File: config.mk
export PLATFORM = sky130hd
export DESIGN_NAME = row_assemble_fifo
export DESIGN_NICKNAME = d
export VERILOG_FILES = /design/src/rtl/row_assemble_fifo.sv
export SDC_FILE = /design/constraint.sdc
export NUM_CORES = 1
export LEC_CHECK = 0
export BUFFER_PORTS_ARGS = -buffer_cell sky130_fd_sc_hd__buf_2
export CAP_MARGIN = 20
export CORE_MARGIN = 5
export CORE_UTILIZATION = 40
export DETAILED_ROUTE_END_ITERATION = 10
export PLACE_DENSITY = 0.72
export SLEW_MARGIN = 20
export SYNTH_ARGS = -nofsm -noshare
export SYNTH_HDL_FRONTEND = slang
export SYNTH_SLANG_ARGS = --single-unit
File: constraint.sdc
create_clock -name clk -period 1.98 [get_ports clk]
set_input_delay 0.099 -clock clk [delete_from_list [all_inputs] [get_ports clk]]
set_output_delay 0.099 -clock clk [all_outputs]
set_load 0.02 [all_outputs]
File: src/rtl/row_assemble_fifo.sv
// Serial-in, parallel-out row assembler: packs DEPTH words from a valid/ready stream into one row.
// Optional macro ROW_PASSTHRU_EN lets a new row start on the release cycle, removing the per-row bubble.
module row_assemble_fifo #(
    parameter int unsigned DEPTH = 8,
    parameter int unsigned BITS  = 64
) (
    input  logic                         clk,
    input  logic                         rst,
    input  logic                         in_valid,
    input  logic [BITS-1:0]              in_data,
    output logic                         in_ready,
    input  logic                         flush,
    output logic                         out_valid,
    input  logic                         out_ready,
    output logic [BITS-1:0]              out_row [DEPTH-1:0],
    output logic [$clog2(DEPTH+1)-1:0]   out_len
);

    localparam int unsigned LEN_W = $clog2(DEPTH + 1);

    typedef enum logic {
        S_FILL = 1'b0,
        S_FULL = 1'b1
    } state_t;

    state_t              r_state;
    logic [BITS-1:0]     r_row [DEPTH-1:0];
    logic [LEN_W-1:0]    r_cnt;
    logic [LEN_W-1:0]    r_len;
    logic                w_accept;
    logic [LEN_W-1:0]    w_k;

`ifdef ROW_PASSTHRU_EN
    assign in_ready = (r_state == S_FILL) || ((r_state == S_FULL) && out_ready);
`else
    assign in_ready = (r_state == S_FILL);
`endif
    assign out_valid = (r_state == S_FULL);
    assign w_accept  = in_valid && in_ready;
    // Words held in the row if this cycle's accept (if any) completes.
    assign w_k       = r_cnt + LEN_W'(w_accept);

    assign out_row = r_row;
    assign out_len = r_len;

    always_ff @(posedge clk) begin
        if (rst) begin
            for (int i = 0; i < int'(DEPTH); i++) begin
                r_row[i] <= '0;
            end
            r_cnt   <= '0;
            r_len   <= '0;
            r_state <= S_FILL;
        end else if (r_state == S_FILL) begin
            if (w_accept) begin
                for (int i = 0; i < int'(DEPTH); i++) begin
                    if (LEN_W'(i) == r_cnt) begin
                        r_row[i] <= in_data;
                    end
                end
                r_cnt <= w_k;
            end
            if (w_accept && (r_cnt == LEN_W'(DEPTH - 1))) begin
                r_state <= S_FULL;
                r_len   <= LEN_W'(DEPTH);
            end else if (flush && (w_k != '0)) begin
                r_state <= S_FULL;
                r_len   <= w_k;
            end
        end else begin
            // Release clears storage so a later short row reads zero past its length.
            if (out_ready) begin
                for (int i = 0; i < int'(DEPTH); i++) begin
                    r_row[i] <= '0;
                end
                r_cnt   <= '0;
                r_len   <= '0;
                r_state <= S_FILL;
`ifdef ROW_PASSTHRU_EN
                if (in_valid) begin
                    r_row[0] <= in_data;
                    r_cnt    <= LEN_W'(1);
                end
`endif
            end
        end
    end

endmodule

==> reports/qor.csv <==
metric,value,unit
cp_data_arrival_time,2380,ps
min_period,1930,ps
crit_path_end_kind,flip-flop,
synth_top_area_cell,dfxtp_1,
cts-root-buf,clkbuf_16,
synth.avg_cell_area,8.85,um2
synth_xor_xnor_area_share,0.000457,
drc,0,
placed_cell_area,22700,um2
report.power.total,0.0270,W
fmax,0.518,GHz
ys_seq_elements,521,
gp_congestion,0.864,
slew_viol_final,0,
syn_area,19200,um2
initial_utilization,0.403,
firstDrtPassIters,5,
crit_family,simple AND/OR/NAND/NOR gates,
synth_top_family_by_area,simple AND/OR/NAND/NOR gates,
path_cells,buf_4 -> nor4bb_1 -> o21ai_4 -> buf_12 -> mux2i_1 -> nor2_1,
grt_first_pass_wirelength,104000,um
hold_slack,336,ps
clock-skew-final,17.2,ps
fp-row-count,80,
fp.coreArea,47500,um2
tns,0,ps
vias,18100,
crit_slowest_cell,nor4bb_1,
clock_sinks,521,
cts_buffer_depth,3,
grt_use_total,0.246,
regToRegSetupSlack,50,ps
min_from,in_data[4],
r2r_end,out_row[341],
antenna_found_initial,0,
power.share.switching,0.298,
slew_headroom,0.501,
drive_above_1_share,0.272,
dp_cells,3252,
io_pins,587,
ys_seq_area_frac,0.545,
ant_nets,0,
syn_nets,2236,
yosys-top-cells-area,"dfxtp_1 (54%), nand2_1 (10%), mux2i_1 (10%), a21oi_1 (8.5%), nor2_1 (3.8%)",
syn2layout_area_growth,32.1,%
synth_ff_type,dfxtp_1,
clkPwrFrac,0.384,
die_h,229,um
dieArea,52400,um2
cap_violations,0,
critPathLaunchType,flip-flop,
io_buffer_count,586,
rsz0062_at_grt,true,
synth_top_area_frac,0.545,
comb_power_share,0.189,
peakVddDrop,0.000673,V
status,completed,
ys_types,42,
gr-total-overflow,0,
tritoncts,done,
cp_data_required_time,2430,ps
p_switching,0.00804,W
seqPwrFrac,0.427,
p_leak,12.3,nW
clkTransAtPathRegs,60,ps
muxShareOfSynthArea,0.101,
synth-async-reset-ratio,0,
synthSimpleGateAreaFrac,0.186,
finalNetCount,2830,
max_stage_delay,470,ps
holdPathStages,4,
regToRegStartpoint,r_cnt[0],
netlist_top_cells_count,"dfxtp_1 (521), nand2_1 (515), a21oi_1 (324), nor2_1 (196), mux2i_1 (192)",
antennaDiodeCount,0,
vias_per_cell,5.31,
final_cell_count_no_fill,3414,
synth_edf_count,0,
path_max_fanout,35,
critical_path_buf_inv_count,2,
ys_warn_count,0,
hold_class,input port to flip-flop,
min_to,out_row[452],
finalSetupViolations,0,
grt_pass1_vias,17700,
place.detailed.hpwl,45500,um
hold_viol_final,0,
r2r_cells,6,
synthAdderAreaFrac,0.00131,
fin_crit_sh,0.975,
worst_pin_slew,747,ps
totalWireLength,68400,um
drt-wirelength-per-cell,20.0,um
p_per_area,1070,nW/um2
path_class,flip-flop to flip-flop,
yosys.cell_count.top_type,dfxtp_1,
cts_made_buffers,52,
die_w,229,um
synth_compound_area_frac,0.113,
startpoint,r_cnt[0],
p_int,0.0190,W
drt_iter0_drc,1471,
clkLatencyLatePin,580,ps
post-route-cell-area,25300,um2
grt_max_degree,89,
synth_cells,2165,
htree_levels,2,
[sequential cells by signal, indices dropped and copies added, names as in the netlist]
| register | flops |
|---|---|
| out_row | 512 |
| out_len | 4 |
| r_cnt | 4 |
| out_valid | 1 |
[power groups by stage]
stage | logic (W) | registers [W] | clock network (W)
2_1_floorplan | 0.00227 | 0.0125 | 0
3_5_place_dp | 0.00496 | 0.0117 | 0
6_report | 0.00511 | 0.0115 | 0.0104
4_1_cts | 0.00509 | 0.0115 | 0.0105
5_1_grt | 0.00544 | 0.0116 | 0.0110
3_3_place_gp | 0.00488 | 0.0117 | 0
[per-stage QoR]
| step | setup slack [ps] | util |
|---|---|---|
| after floorplan | 5.39 | - |
| after global placement | 41.8 | 0.478 |
| after detailed placement | -52.6 | 0.478 |
| after CTS | 2.02 | 0.531 |
| after global routing | -22.4 | 0.532 |
| final | 48.7 | 0.532 |
[layout by cell type (no fill, tap or decap), types with 4 or more instances in the layout]
| cell | instances |
|---|---|
| a21oi_1 | 324 |
| o21ai_1 | 20 |
| dlygate4sd3_1 | 68 |
| o21a_2 | 4 |
| nor2_1 | 196 |
| mux2i_1 | 192 |
| nor2b_1 | 67 |
| clkinv_2 | 9 |
| nand2_1 | 515 |
| buf_12 | 30 |
| o21ai_0 | 46 |
| buf_4 | 28 |
| nand3_1 | 65 |
| buf_2 | 585 |
| clkbuf_1 | 7 |
| o21ai_4 | 7 |
| dfxtp_1 | 518 |
| clkbuf_8 | 12 |
| bufinv_16 | 5 |
| clkbuf_16 | 55 |
[what timing repair did]
item,4_1_cts,5_1_grt
pin swaps,3,4
hold endpoints to repair,149,0
buffers inserted,0,0
hold buffers,68,0
endpoints found under the setup margin,5,66
cloned,0,0
resized for setup,3,6
[cell families after synthesis]
| logic type | Yosys count |
|---|---|
| compound gates | 415 |
| buf+inv | 176 |
| mux | 193 |
| xor+xnor | 1 |
| fa+ha+maj | 2 |
| flops | 521 |
| simple gates | 857 |
[worst reg2reg max path: stages, from the launching register on]
cell and delay (ps):
dfxtp_1 430, buf_4 200, nor4bb_1 470, o21ai_4 130
buf_12 240, mux2i_1 240, nor2_1 80
[worst max-delay path by stage]
stage | to | slack [ps] | cells past startpoint
after global placement | out_len[1] | 40 | 8
after detailed placement | out_len[2] | -50 | 8
final | out_row[341] | 50 | 6
after floorplan | out_len[0] | 5 | 9
after global routing | out_row[31] | -20 | 6
after CTS | in_ready | 2 | 4
[cell type report]
cell class | instances | area (um2)
fill | 4237 | 22300
sequential | 521 | 10400
multi-input combinational | 1468 | 7800
timing repair buffer | 713 | 4450
clock buffer | 74 | 1570
tap | 615 | 769
clock inverter | 20 | 251
inverter | 3 | 11.3
[metal layers]
metal	global-route usage	part of all wire	wire length [um]	up-vias
li1	-	-	-	8334
met1	0.296	0.39	26700	8681
met2	0.413	0.48	32500	916
met3	0.0675	0.089	6120	197
met4	0.107	0.045	3060	0
met5	0	0	0	-
Note: power is estimated with default switching activity, not from simulation.
